$ cat config.mk
export PLATFORM = sky130hd
export DESIGN_NAME = ahb_slave_if_gen_flat
export DESIGN_NICKNAME = d
export VERILOG_FILES = /design/src/rtl/ahb_pkg.sv /design/src/rtl/ahb_slave_if_gen_if.sv /design/src/rtl/ahb_wait_counter.sv /design/src/rtl/ahb_slave_if_gen.sv /design/src/flat_wrapper.sv
export SDC_FILE = /design/constraint.sdc
export NUM_CORES = 1
export LEC_CHECK = 0
export ABC_AREA = 1
export BUFFER_PORTS_ARGS = -buffer_cell sky130_fd_sc_hd__buf_2
export CORE_MARGIN = 2
export CORE_UTILIZATION = 43
export CTS_BUF_LIST = sky130_fd_sc_hd__clkbuf_4 sky130_fd_sc_hd__clkbuf_8
export CTS_CLUSTER_SIZE = 40
export DETAILED_ROUTE_END_ITERATION = 16
export PLACE_DENSITY = 0.92
export SETUP_SLACK_MARGIN = 0.4
export SLEW_MARGIN = 30
export SYNTH_ARGS = -nofsm -noshare
export SYNTH_HDL_FRONTEND = slang
export SYNTH_HIERARCHICAL = 1
export SYNTH_SLANG_ARGS = --single-unit
export TNS_END_PERCENT = 30
$ cat constraint.sdc
create_clock -name hclk -period 1.81 [get_ports hclk]
set_clock_uncertainty 0.1 [all_clocks]
set_input_delay 0.2715 -clock hclk [delete_from_list [all_inputs] [get_ports hclk]]
set_output_delay 0.2715 -clock hclk [all_outputs]
set_load 0.05 [all_outputs]
$ cat src/rtl/ahb_pkg.sv
// Shared AHB encodings and FSM state constants for the AHB slave interface.
package ahb_pkg;

  localparam logic [1:0] HTRANS_IDLE   = 2'b00;
  localparam logic [1:0] HTRANS_BUSY   = 2'b01;
  localparam logic [1:0] HTRANS_NONSEQ = 2'b10;
  localparam logic [1:0] HTRANS_SEQ    = 2'b11;

  localparam logic [1:0] HRESP_OKAY  = 2'b00;
  localparam logic [1:0] HRESP_ERROR = 2'b01;
  localparam logic [1:0] HRESP_RETRY = 2'b10;
  localparam logic [1:0] HRESP_SPLIT = 2'b11;

  typedef logic [2:0] state_t;

  localparam state_t ST_IDLE   = 3'd0;
  localparam state_t ST_WAIT   = 3'd1;
  localparam state_t ST_ACCESS = 3'd2;
  localparam state_t ST_RESP1  = 3'd3;
  localparam state_t ST_RESP2  = 3'd4;

endpackage

$ cat src/rtl/ahb_slave_if_gen_if.sv
// AHB bus-side signal bundle between the fabric (master modport) and the slave interface.
interface ahb_slave_if_gen_if #(
  parameter int DATA_W      = 32,
  parameter int ADDR_W      = 32,
  parameter int NUM_MASTERS = 4
);
  localparam int MID_W = (NUM_MASTERS > 1) ? $clog2(NUM_MASTERS) : 1;

  logic                   hsel;
  logic [ADDR_W-1:0]      haddr;
  logic                   hwrite;
  logic [1:0]             htrans;
  logic [DATA_W-1:0]      hwdata;
  logic                   hready_in;
  logic [MID_W-1:0]       hmaster;
  logic [DATA_W-1:0]      hrdata;
  logic                   hready;
  logic [1:0]             hresp;
  logic [NUM_MASTERS-1:0] hsplit;

  modport slave (
    input  hsel, haddr, hwrite, htrans, hwdata, hready_in, hmaster,
    output hrdata, hready, hresp, hsplit
  );

  modport master (
    output hsel, haddr, hwrite, htrans, hwdata, hready_in, hmaster,
    input  hrdata, hready, hresp, hsplit
  );
endinterface

$ cat src/rtl/ahb_wait_counter.sv
// Loadable down-counter; done marks the last wait cycle (count of one).
module ahb_wait_counter #(
  parameter int CNT_W = 4
) (
  input  logic             clk,
  input  logic             rst,
  input  logic             load,
  input  logic             en,
  input  logic [CNT_W-1:0] load_val,
  output logic             done
);
  localparam logic [CNT_W-1:0] ONE = CNT_W'(1);

  logic [CNT_W-1:0] cnt_q, cnt_d;

  always_comb begin
    cnt_d = cnt_q;
    if (load)
      cnt_d = load_val;
    else if (en && (cnt_q != '0))
      cnt_d = cnt_q - ONE;
  end

  always_ff @(posedge clk) begin
    if (rst) cnt_q <= '0;
    else     cnt_q <= cnt_d;
  end

  assign done = (cnt_q == ONE);
endmodule

$ cat src/rtl/ahb_slave_if_gen.sv
// AHB slave interface: address-phase capture, fixed wait states, two-cycle
// ERROR/SPLIT/RETRY responses and single-entry split bookkeeping.
module ahb_slave_if_gen
  import ahb_pkg::*;
#(
  parameter int DATA_W      = 32,
  parameter int ADDR_W      = 32,
  parameter int WAIT_STATES = 0,
  parameter int NUM_MASTERS = 4,
  localparam int MID_W      = (NUM_MASTERS > 1) ? $clog2(NUM_MASTERS) : 1
) (
  input  logic                hclk,
  input  logic                hreset,
  ahb_slave_if_gen_if.slave   bus,
  input  logic [DATA_W-1:0]   slv_rdata,
  input  logic                slv_error,
  input  logic                slv_split,
  input  logic                slv_split_done,
  output logic [ADDR_W-1:0]   slv_addr,
  output logic [DATA_W-1:0]   slv_wdata,
  output logic                slv_wr,
  output logic                slv_rd
);
  localparam logic [3:0] WAIT_LD  = 4'(WAIT_STATES);
  localparam state_t     FIRST_ST = (WAIT_STATES > 0) ? ST_WAIT : ST_ACCESS;

  state_t            state_q, state_d;
  logic [ADDR_W-1:0] addr_q;
  logic              write_q;
  logic [MID_W-1:0]  mid_q;
  logic [1:0]        resp_q, resp_d;
  logic              pend_q, pend_d;
  logic [MID_W-1:0]  sid_q, sid_d;
  logic              cnt_done;

  logic accept, core_stall, in_access, take, split_rel, strobe_ok;

  assign accept     = bus.hsel & bus.hready_in &
                      ((bus.htrans == HTRANS_NONSEQ) | (bus.htrans == HTRANS_SEQ));
  assign core_stall = slv_error | slv_split;
  assign in_access  = (state_q == ST_ACCESS);
  assign take       = accept & ((state_q == ST_IDLE) | (in_access & ~core_stall));
  assign split_rel  = pend_q & slv_split_done;

  ahb_wait_counter #(.CNT_W(4)) u_wait_cnt (
    .clk      (hclk),
    .rst      (hreset),
    .load     (take),
    .en       (state_q == ST_WAIT),
    .load_val (WAIT_LD),
    .done     (cnt_done)
  );

  always_comb begin
    state_d = state_q;
    resp_d  = resp_q;
    pend_d  = pend_q;
    sid_d   = sid_q;
    if (split_rel) pend_d = 1'b0;
    case (state_q)
      ST_IDLE:   if (take) state_d = FIRST_ST;
      ST_WAIT:   if (cnt_done) state_d = ST_ACCESS;
      ST_ACCESS: begin
        if (core_stall) begin
          state_d = ST_RESP1;
          if (slv_error)   resp_d = HRESP_ERROR;
          else if (pend_q) resp_d = HRESP_RETRY;
          else begin
            resp_d = HRESP_SPLIT;
            pend_d = 1'b1;
            sid_d  = mid_q;
          end
        end else if (take) state_d = FIRST_ST;
        else               state_d = ST_IDLE;
      end
      ST_RESP1:  state_d = ST_RESP2;
      default:   state_d = ST_IDLE;
    endcase
  end

  always_ff @(posedge hclk) begin
    if (hreset) begin
      state_q <= ST_IDLE;
      addr_q  <= '0;
      write_q <= 1'b0;
      mid_q   <= '0;
      resp_q  <= HRESP_OKAY;
      pend_q  <= 1'b0;
      sid_q   <= '0;
    end else begin
      state_q <= state_d;
      resp_q  <= resp_d;
      pend_q  <= pend_d;
      sid_q   <= sid_d;
      if (take) begin
        addr_q  <= bus.haddr;
        write_q <= bus.hwrite;
        mid_q   <= bus.hmaster;
      end
    end
  end

  // A core error/split stretches the ACCESS cycle so the master never sees an OKAY completion.
  assign strobe_ok = in_access & ~(slv_split & ~slv_error) & ~hreset;
  assign slv_wr    = strobe_ok & write_q;
  assign slv_rd    = strobe_ok & ~write_q;
  assign slv_addr  = hreset ? '0 : addr_q;
  assign slv_wdata = hreset ? '0 : bus.hwdata;
  assign bus.hrdata = (!hreset && bus.hsel && in_access && !write_q) ? slv_rdata : '0;

  always_comb begin
    bus.hready = 1'b1;
    bus.hresp  = HRESP_OKAY;
    case (state_q)
      ST_WAIT:   bus.hready = 1'b0;
      ST_ACCESS: bus.hready = ~core_stall;
      ST_RESP1:  begin bus.hready = 1'b0; bus.hresp = resp_q; end
      ST_RESP2:  bus.hresp = resp_q;
      default:   ;
    endcase
    if (hreset) begin
      bus.hready = 1'b1;
      bus.hresp  = HRESP_OKAY;
    end
  end

  always_comb begin
    bus.hsplit = '0;
    if (split_rel && !hreset) bus.hsplit[sid_q] = 1'b1;
  end
endmodule

$ cat src/flat_wrapper.sv
// flat-port wrapper written by rule: the top's interface ports become plain ports
module ahb_slave_if_gen_flat import ahb_pkg::*;
#(
  parameter int DATA_W      = 32,
  parameter int ADDR_W      = 32,
  parameter int WAIT_STATES = 0,
  parameter int NUM_MASTERS = 4,
  localparam int MID_W      = (NUM_MASTERS > 1) ? $clog2(NUM_MASTERS) : 1
)
  (hclk, hreset, slv_rdata, slv_error, slv_split, slv_split_done, slv_addr, slv_wdata, slv_wr, slv_rd, bus_hsel, bus_haddr, bus_hwrite, bus_htrans, bus_hwdata, bus_hready_in, bus_hmaster, bus_hrdata, bus_hready, bus_hresp, bus_hsplit);
  ahb_slave_if_gen_if #(.DATA_W(DATA_W), .ADDR_W(ADDR_W), .NUM_MASTERS(NUM_MASTERS)) bus_i ();
  input  logic hclk;
  input  logic hreset;
  input  logic [DATA_W-1:0] slv_rdata;
  input  logic slv_error;
  input  logic slv_split;
  input  logic slv_split_done;
  output logic [ADDR_W-1:0] slv_addr;
  output logic [DATA_W-1:0] slv_wdata;
  output logic slv_wr;
  output logic slv_rd;
  input wire logic [$bits(bus_i.hsel)-1:0] bus_hsel;
  input wire logic [$bits(bus_i.haddr)-1:0] bus_haddr;
  input wire logic [$bits(bus_i.hwrite)-1:0] bus_hwrite;
  input wire logic [$bits(bus_i.htrans)-1:0] bus_htrans;
  input wire logic [$bits(bus_i.hwdata)-1:0] bus_hwdata;
  input wire logic [$bits(bus_i.hready_in)-1:0] bus_hready_in;
  input wire logic [$bits(bus_i.hmaster)-1:0] bus_hmaster;
  output wire logic [$bits(bus_i.hrdata)-1:0] bus_hrdata;
  output wire logic [$bits(bus_i.hready)-1:0] bus_hready;
  output wire logic [$bits(bus_i.hresp)-1:0] bus_hresp;
  output wire logic [$bits(bus_i.hsplit)-1:0] bus_hsplit;
  assign bus_i.hsel = bus_hsel;
  assign bus_i.haddr = bus_haddr;
  assign bus_i.hwrite = bus_hwrite;
  assign bus_i.htrans = bus_htrans;
  assign bus_i.hwdata = bus_hwdata;
  assign bus_i.hready_in = bus_hready_in;
  assign bus_i.hmaster = bus_hmaster;
  assign bus_hrdata = bus_i.hrdata;
  assign bus_hready = bus_i.hready;
  assign bus_hresp = bus_i.hresp;
  assign bus_hsplit = bus_i.hsplit;
  ahb_slave_if_gen #(.DATA_W(DATA_W), .ADDR_W(ADDR_W), .WAIT_STATES(WAIT_STATES), .NUM_MASTERS(NUM_MASTERS)) u_core (.hclk(hclk), .hreset(hreset), .bus(bus_i), .slv_rdata(slv_rdata), .slv_error(slv_error), .slv_split(slv_split), .slv_split_done(slv_split_done), .slv_addr(slv_addr), .slv_wdata(slv_wdata), .slv_wr(slv_wr), .slv_rd(slv_rd));
endmodule
==> results_dict.tcl <==
set metrics [dict create \
    status "complete, but fails checks" \
    violations "setup timing" \
    wl_per_cell_um 15.8 \
    path_class "reg2out" \
    rsz0062_at_grt "true" \
    powerDensity_nw_per_um2 601 \
    cts-hold-fix-buffers 0 \
    seqPwrFrac_pct 33.5 \
    fin_crit_ns 2.05 \
    syn_to_final_growth_pct 86.3 \
    antenna_found_initial 1 \
    worstHoldPathCells 2 \
    fin_nets 883 \
    max_cap_viol_count 0 \
    die_area_sq_um 7960 \
    ir_worst_vdd_v 0.000616 \
    yosysMostFrequentCell "inv_1" \
    slew_violations 0 \
    synth_seq_cells 47 \
    crit_arrival_ns 1.68 \
    synth_common_cells "147 x inv_1, 146 x nor2_1, 57 x nand2_1" \
    min_from "hreset" \
    ys.flop_type "dfxtp_1" \
    grt_max_degree 40 \
    gp_congestion 0.868 \
    slowest_delay_ns 0.36 \
    grt_first_pass_wirelength_um 17500 \
    synth_edf_count 0 \
    htreeDepth 2 \
    hp-class "in2reg" \
    setup_violations 37 \
    numCtsBuffers 5 \
    netlist.top_cell.by_area "dfxtp_1" \
    clk_pin_slew_ns 0.09 \
    rows 31 \
    path_common_cell "inv_4" \
    grt_pass1_vias 3859 \
    fin_tns_setup_ns -6.33 \
    portBuffers 211 \
    cp_max_fo 8 \
    r2r_setup_slack_ns 0.06 \
    hpwl_um 8220 \
    crit_cells 7 \
    drcViolationCount 0 \
    ant_nets 0 \
    netlist_area_sq_um 3120 \
    p_int_w 0.00206 \
    multi_input_area_sq_um 2030 \
    synth.distinct_cells 26 \
    viasPerCell 4.89 \
    placed_area_sq_um 4810 \
    p_leak_nw 2.98 \
    design_area_sq_um 5820 \
    clkPwrFrac_pct 19.5 \
    cp_num_buf_inv 4 \
    route.vias.total 4275 \
    min_to "u_core/u_wait_cnt/cnt_q[3]$_SDFFE_PP0P_" \
    n_fill_cell 434 \
    worstRegToRegCells 7 \
    clk_latency_ns 0.30 \
    core_area_sq_um 7140 \
    fin_crit_sh_pct 113 \
    p_switching_w 0.00143 \
    netlist_instances 550 \
    die_h_um 89.2 \
    r2r_end "u_core/u_wait_cnt/cnt_q[3]$_SDFFE_PP0P_" \
    critPathSlowestCell "dfxtp_4" \
    avgSynthCellArea_sq_um 5.68 \
    hold_viol 0 \
    initial_core_util_pct 43.7 \
    async_reset_ff_share_pct 0 \
    first_pass_iters 5 \
    path_cells "inv_4 -> nand3_4 -> inv_4 -> nand4_4 -> buf_16 -> nor2_4 -> buf_8" \
    die_w_um 89.2 \
    seq_area_sq_um 958 \
    grt-ovfl-total 0 \
    yosys-top-cells-area "dfxtp_1 30%, inv_1 18%, nor2_1 18%, nand3_1 6.9%, nand2_1 6.9%" \
    grt_usage_pct 28.5 \
    clock-root-buffer "clkbuf_8" \
    max_freq_ghz 0.487 \
    pwr-share-comb_pct 47.1 \
    required_ns 1.44 \
    power.share.switching_pct 41.0 \
    ys.warnings.count 6 \
    cts_tree "done" \
    clk_path_buf_depth 2 \
    drt_iter0_drc 272 \
    reg2reg_from "u_core/state_q[0]$_SDFFE_PP0P_" \
    critical_path.endpoint_type "output pin" \
    ioPinCount 213 \
    crit_family "buffers and inverters" \
    drive_gt1_share_pct 50.3 \
    setup_ws_ns -0.243 \
    synthDominantCellAreaShare_pct 30.1 \
    cts.sinks 47 \
    startpoint_type "flop" \
    yosysSeqAreaShare_pct 30.1 \
    drt-total-wl_um 13800 \
]
-- metrics by stage --
step	power [W]	hold WS [ns]	utilization [%]	instances	setup slack, ns
2_1_floorplan	0.00218	0.234	-	553	0.192
3_5_place_dp	0.00246	0.368	67.4	847	0.0931
6_report	0.00350	0.171	81.5	874	-0.243
3_3_place_gp	0.00242	0.353	67.4	847	0.135
4_1_cts	0.00325	0.151	76.5	864	-0.158
5_1_grt	0.00366	0.169	81.5	874	-0.336
-- placed cells by master (no fill, tap or decap), types with 3 or more instances in the layout --
cell         n
a21oi_1     40
buf_12       5
buf_16       4
buf_2      107
buf_4       51
buf_6       31
buf_8       20
clkbuf_16    3
clkbuf_4    21
clkbuf_8     6
conb_1       4
dfxtp_1     41
dfxtp_4      4
inv_1      142
inv_2        5
inv_4        5
nand2_1     55
nand2_4      5
nand3_1     41
nand3_2      3
nand3_4      3
nor2_1      48
nor2_2      65
nor2_4      35
nor3_4       6
o21ai_0      4
-- layer usage --
layer	vias to the layer above	GRT usage, %	wire length (um)	part of all wire [%]
li1	2039	-	-	-
met1	1931	27.2	4620	33
met2	247	56.3	7280	53
met3	58	6.83	1270	9.1
met4	0	13.2	677	4.9
met5	-	0	0	0
-- flip-flops by register name, summed over array words and instances (netlist names) --
register and count:
u_core/write_q 1, u_core/sid_q 2, u_core/state_q 3, u_core/pend_q 1, u_core/u_wait_cnt/cnt_q 4, u_core/resp_q 2
u_core/mid_q 2, u_core/addr_q 32
-- area by class of cell --
cell class | instances | area share [%]
Clock buffer | 7 | 1.55
Multi-Input combinational cell | 325 | 34.9
Timing Repair Buffer | 241 | 34.4
Antenna cell | 1 | 0.0430
Sequential cell | 47 | 16.5
Clock inverter | 1 | 0.151
Inverter | 153 | 10.3
Tap cell | 99 | 2.13
-- power by group through the flow --
stage / logic, W / registers [W] / clock network (W)
floorplan: 0.00100 / 0.00118 / 0
global placement: 0.00123 / 0.00118 / 0
detailed placement: 0.00127 / 0.00119 / 0
CTS: 0.00138 / 0.00117 / 0.000698
global route: 0.00175 / 0.00118 / 0.000730
finish: 0.00165 / 0.00117 / 0.000680
-- how the worst max path moves through the flow --
stage,startpoint,to
finish,u_core/state_q[2]$_SDFFE_PP0P_,bus_hrdata[0]
global route,u_core/state_q[0]$_SDFFE_PP0P_,bus_hrdata[0]
CTS,u_core/state_q[0]$_SDFFE_PP0P_,bus_hrdata[31]
detailed placement,u_core/state_q[1]$_SDFFE_PP0P_,u_core/u_wait_cnt/cnt_q[3]$_SDFFE_PP0P_
global placement,u_core/state_q[0]$_SDFFE_PP0P_,bus_hrdata[21]
floorplan,u_core/state_q[2]$_SDFFE_PP0P_,bus_hrdata[10]
-- logic make-up (layout without fill, tap and decap cells) --
logic type / after synthesis / in the layout / share of synthesized area, %
DFF: 47 / 47 / 30.1
other: 1 / 5 / 0.120
adders and majority gates: 2 / 2 / 0.801
and+or+nand+nor: 268 / 269 / 36.6
buffers and inverters: 182 / 402 / 23.8
AOI/OAI and AO/OA: 48 / 48 / 8.02
xor gates and xnor gates: 2 / 2 / 0.561
-- timing repair --
item	4_1_cts	5_1_grt
buffers inserted	6	5
gates cloned	3	4
gates resized for setup	145	76
setup endpoints to repair	140	137
pin swaps	7	5
No activity file was read; power rests on OpenSTA's default activity.
